File: src/rtl/dual_port_ram_if.sv
// Write/read bus of the simple dual-port RAM.
//   master: drives write enable/address/data and read address, receives read data
//   slave : the RAM side
interface dual_port_ram_if #(
   parameter int unsigned ADDR_WIDTH = 4,
   parameter int unsigned DATA_WIDTH = 32
);
   logic                  WrEn_SI;
   logic [ADDR_WIDTH-1:0] WrAddr_DI;
   logic [DATA_WIDTH-1:0] WrData_DI;
   logic [ADDR_WIDTH-1:0] RdAddr_DI;
   logic [DATA_WIDTH-1:0] RdData_DO;

   modport master (
      output WrEn_SI,
      output WrAddr_DI,
      output WrData_DI,
      output RdAddr_DI,
      input  RdData_DO
   );

   modport slave (
      input  WrEn_SI,
      input  WrAddr_DI,
      input  WrData_DI,
      input  RdAddr_DI,
      output RdData_DO
   );
endinterface

File: src/rtl/dual_port_ram.sv
// Simple dual-port RAM: one write port, one independent read port, single clock.
// SYNC_READ=0 gives a combinational read, SYNC_READ=1 a one-cycle registered,
// write-first read.
//   clk_i  : clock, writes and registered reads on the rising edge
//   rst_ni : asynchronous active-low reset, clears every word and the read register
//   bus    : WrEn_SI/WrAddr_DI/WrData_DI write port, RdAddr_DI/RdData_DO read port
module dual_port_ram #(
   parameter int unsigned ADDR_WIDTH = 4,
   parameter int unsigned DATA_DEPTH = 16,
   parameter int unsigned DATA_WIDTH = 32,
   parameter int unsigned SYNC_READ  = 0
) (
   input  logic           clk_i,
   input  logic           rst_ni,
   dual_port_ram_if.slave bus
);

   logic [DATA_WIDTH-1:0] mem_q [DATA_DEPTH];
   logic [DATA_WIDTH-1:0] rd_word_c;
   logic                  rd_in_range_c;

   // Storage array; out-of-range write addresses match no word and are dropped.
   always_ff @(posedge clk_i or negedge rst_ni) begin
      if (!rst_ni) begin
         for (int i = 0; i < int'(DATA_DEPTH); i++) begin
            mem_q[i] <= '0;
         end
      end else begin
         for (int i = 0; i < int'(DATA_DEPTH); i++) begin
            if (bus.WrEn_SI && (bus.WrAddr_DI == ADDR_WIDTH'(i))) begin
               mem_q[i] <= bus.WrData_DI;
            end
         end
      end
   end

   // Read mux; an address past the last word yields zero.
   always_comb begin
      rd_word_c     = '0;
      rd_in_range_c = 1'b0;
      for (int i = 0; i < int'(DATA_DEPTH); i++) begin
         if (bus.RdAddr_DI == ADDR_WIDTH'(i)) begin
            rd_word_c     = mem_q[i];
            rd_in_range_c = 1'b1;
         end
      end
   end

   if (SYNC_READ != 0) begin : g_sync_read
      logic                  bypass_c;
      logic [DATA_WIDTH-1:0] rd_q;

      // Write-first: a same-address write at this edge forwards the new word.
      assign bypass_c = bus.WrEn_SI && rd_in_range_c && (bus.WrAddr_DI == bus.RdAddr_DI);

      always_ff @(posedge clk_i or negedge rst_ni) begin
         if (!rst_ni) begin
            rd_q <= '0;
         end else begin
            rd_q <= bypass_c ? bus.WrData_DI : rd_word_c;
         end
      end

      assign bus.RdData_DO = rd_q;
   end else begin : g_async_read
      assign bus.RdData_DO = rd_word_c;
   end

endmodule

File: src/flat_wrapper.sv
// flat-port wrapper written by rule: the top's interface ports become plain ports
module dual_port_ram_flat 
#(
   parameter int unsigned ADDR_WIDTH = 4,
   parameter int unsigned DATA_DEPTH = 16,
   parameter int unsigned DATA_WIDTH = 32,
   parameter int unsigned SYNC_READ  = 0
)
  (clk_i, rst_ni, bus_WrEn_SI, bus_WrAddr_DI, bus_WrData_DI, bus_RdAddr_DI, bus_RdData_DO);
  dual_port_ram_if #(.ADDR_WIDTH(ADDR_WIDTH), .DATA_WIDTH(DATA_WIDTH)) bus_i ();
  input  logic clk_i;
  input  logic rst_ni;
  input wire logic [$bits(bus_i.WrEn_SI)-1:0] bus_WrEn_SI;
  input wire logic [$bits(bus_i.WrAddr_DI)-1:0] bus_WrAddr_DI;
  input wire logic [$bits(bus_i.WrData_DI)-1:0] bus_WrData_DI;
  input wire logic [$bits(bus_i.RdAddr_DI)-1:0] bus_RdAddr_DI;
  output wire logic [$bits(bus_i.RdData_DO)-1:0] bus_RdData_DO;
  assign bus_i.WrEn_SI = bus_WrEn_SI;
  assign bus_i.WrAddr_DI = bus_WrAddr_DI;
  assign bus_i.WrData_DI = bus_WrData_DI;
  assign bus_i.RdAddr_DI = bus_RdAddr_DI;
  assign bus_RdData_DO = bus_i.RdData_DO;
  dual_port_ram #(.ADDR_WIDTH(ADDR_WIDTH), .DATA_DEPTH(DATA_DEPTH), .DATA_WIDTH(DATA_WIDTH), .SYNC_READ(SYNC_READ)) u_core (.clk_i(clk_i), .rst_ni(rst_ni), .bus(bus_i));
endmodule
File: config.mk
export PLATFORM = sky130hd
export DESIGN_NAME = dual_port_ram_flat
export DESIGN_NICKNAME = d
export VERILOG_FILES = /design/src/rtl/dual_port_ram_if.sv /design/src/rtl/dual_port_ram.sv /design/src/flat_wrapper.sv
export SDC_FILE = /design/constraint.sdc
export NUM_CORES = 1
export LEC_CHECK = 0
export BUFFER_PORTS_ARGS = -buffer_cell sky130_fd_sc_hd__buf_2
export CAP_MARGIN = 0
export CORE_UTILIZATION = 62
export CTS_BUF_LIST = sky130_fd_sc_hd__clkbuf_16
export CTS_CLUSTER_DIAMETER = 30
export DETAILED_ROUTE_END_ITERATION = 10
export GPL_TIMING_DRIVEN = 0
export PLACE_DENSITY_LB_ADDON = 0.3
export SETUP_SLACK_MARGIN = 0.02
export SYNTH_ARGS = -nofsm -noshare
export SYNTH_HDL_FRONTEND = slang
export SYNTH_SLANG_ARGS = --single-unit
File: constraint.sdc
create_clock -name clk_i -period 1.59 [get_ports clk_i]
set_clock_uncertainty 0.05 [all_clocks]
set_input_delay 0.0795 -clock clk_i [delete_from_list [all_inputs] [get_ports clk_i]]
set_output_delay 0.0795 -clock clk_i [all_outputs]
set_load 0.03 [all_outputs]
==> reports/results.ini <==
[place]
dp_slack_ns=-0.994
port_buffers=72
dp_hpwl_um=44000
place_congestion=0.966
dpl.cell_count=2312

[timing]
post-route-period-util=1.44
layout_min_cycle_time_ns=2.30
slew_headroom=0.427
setup_ws_ns=-0.707
rsz0062_at_grt=yes
max_slew.worst_pin.slew_ns=0.860
finalSetupViolations=32
hold_violations=269
hold_ws_ns=-0.674
fmax_ghz=0.435
finalSetupTns_ns=-19.52
slew_violations=0

[routing]
post_drt_via_cell_ratio=6.66
vias=17038
drtPass1Iterations=7
wl_um=72200
wl_per_cell_um=28.2
post-route-drc-count=0
drt_iter0_drc=1588
drt.antenna.violating_nets=0

[clock_network]
cts_sinks=512
cts_buffers=105
ctsHoldBuffers=32
root_buffer=clkbuf_16
cts.clk_slew.worst_paths_ns=0.05
cts_buffer_depth=3
cts-htree-levels=3
cts_tree=done
insertion_delay_ns=0.63

[die]
io_pins=75
die-area_sq_um=39300
die_h_um=198
floorplan.initialDensity=0.632
row_count=71
die_x_um=198
core_area_sq_um=37800

[power_and_ir_drop]
power.share.combinational=0.159
power.internal_mw=34.6
clockPowerShare=0.463
switching_power_mw=12.6
seqPwrFrac=0.378
ir_drop_mv=1.09
swShare=0.267
p_leak_nw=12.9
power_density_nw_per_um2=1610

[critical_path]
reg2regPathDepth=3
required_ns=1.46
worstSetupPathType=reg2out
rr_startpoint=u_core.mem_q[285]
crit_arrival_ns=2.17
r2r_slack_ns=0.56
cp-startpoint=u_core.mem_q[319]
timing.rr.end=u_core.mem_q[285]
start_kind=register
crit_path_end=bus_RdData_DO[31]
end_kind=output pin
critical_path_peak_fanout=2

[global_route]
grt_pass1_wl_um=110000
grt_pass1_vias=18191
grt_max_degree=125
grt_overflow_total=0
antenna_found_initial=3
grt_usage=0.381

[yosys]
synth.avg_cell_area_sq_um=13.8
ys_seq_area_frac=0.537
synth_area_sq_um=23900
ys.warnings.count=0
synthCells=1725
synth_edf_count=0
async_flop_share=1.00
syn-num-nets=1768
ys_types=49
synth_ff_type=dfrtp_1
ys_seq_elements=512

[run]
max_cap_violations=0

[layout]
syn2layout_area_growth_pct=23.0
final_cell_mix=mux2_2, dfrtp_1, buf_2
fin_cells=2557
nets=1998
top_register=u_core.mem_q
final_layout_size_suffix_gt1_frac=0.485
final_common_cell=mux2_2
largest_reg_flops=512
reg_top3=u_core.mem_q (512)

[min_path]
holdCritPathClass=in2async

[run_status]
run_status=finished, violations left
failed_checks=hold timing, setup timing

power groups by stage:
| stage | sequential [mW] | clock [mW] | combinational (mW) |
|---|---|---|---|
| global route | 18.1 | 22.6 | 8.00 |
| detailed placement | 17.8 | 0 | 6.80 |
| finish | 17.8 | 21.8 | 7.51 |
| CTS | 17.7 | 21.9 | 7.37 |
| floorplan | 17.2 | 0 | 5.22 |
| global placement | 17.6 | 0 | 6.51 |
Yosys cell counts (2+ instances only):
cell,count,area [sq um]
nor3b_1,2,15.0
nor4bb_1,22,220
buf_6,12,135
mux2_1,16,180
buf_2,70,350
or3_1,2,12.5
a22oi_1,53,398
mux2_2,525,5910
mux2i_1,27,270
a222oi_1,3,30.0
a221oi_1,3,26.3
o22ai_1,32,200
inv_1,3,11.3
a311oi_1,2,17.5
dfrtp_1,512,12800
nand2_1,41,154
o21ai_0,45,225
o211ai_1,9,67.6
nor3_1,7,35.0
buf_4,15,113
clkbuf_1,64,240
nor2b_1,29,181
nand3_1,2,10.0
buf_1,3,11.3
nand3b_1,3,22.5
a22o_1,9,78.8
nor2_1,40,150
nand2b_1,10,62.6
a31oi_1,5,31.3
a211oi_1,44,330
mux4_2,53,1190
a21oi_1,38,190
o21a_1,6,45.0
nor4_1,3,18.8
how the worst min path moves through the flow:
stage | from | end | slack (ns) | cells past startpoint
after floorplan | rst_ni | u_core.mem_q[0] | -0.27 | 0
after global placement | bus_WrData_DI[6] | u_core.mem_q[390] | 0.34 | 2
after detailed placement | rst_ni | u_core.mem_q[32] | 0.001 | 1
after CTS | rst_ni | u_core.mem_q[0] | -0.66 | 1
after global routing | rst_ni | u_core.mem_q[0] | -0.63 | 1
final | rst_ni | u_core.mem_q[0] | -0.67 | 1
kinds of logic (layout without fill, tap and decap cells):
logic type             after synthesis  after routing  share of synthesized area
AOI/OAI and AO/OA                  256            256                     0.0712
buffers and inverters              168            487                     0.0363
DFF                                512            512                      0.537
muxes                              621            621                      0.317
other                                0              2                          0
and+or+nand+nor                    168            168                     0.0393
timing repair:
item                                    CTS  global route
buffers inserted                         10             5
endpoints found under the hold margin   461           226
endpoints found under the setup margin   32            62
pin swaps                                59            36
resized for setup                       100            26
layout make-up:
class / instances / area, sq um
clock buffers: 106 / 2650
repair buffers: 123 / 1100
plain buffers: 165 / 890
clock inverters: 90 / 908
multi-input cells: 1045 / 10300
inverters: 3 / 11.3
fillers: 2164 / 8390
well taps: 511 / 639
diodes: 2 / 5.00
flip-flops and latches: 512 / 12800
critical path, stage by stage, from the launching register on:
cell and delay (ns):
dfrtp_1 0.39, mux4_2 0.46, nor2_1 0.10, a21oi_1 0.06
a22oi_1 0.23, nand2_1 0.14, buf_6 0.16
through the flow:
step	util	power, mW	cell area (sq um)
floorplan	-	22.5	23900
global placement	0.659	24.1	24900
detailed placement	0.663	24.6	25000
CTS	0.775	46.9	29300
global route	0.778	48.7	29400
finish	0.778	47.2	29400
routing by layer:
layer | up-vias | routed length [um] | part of all wire | track usage
met4 | 2 | 3960 | 0.055 | 0.212
li1 | 6917 | - | - | -
met2 | 995 | 33900 | 0.47 | 0.589
met5 | - | 11 | 0.00015 | 0
met3 | 279 | 6670 | 0.092 | 0.0974
met1 | 8845 | 27700 | 0.38 | 0.494
(Power assumes the default switching activity.)
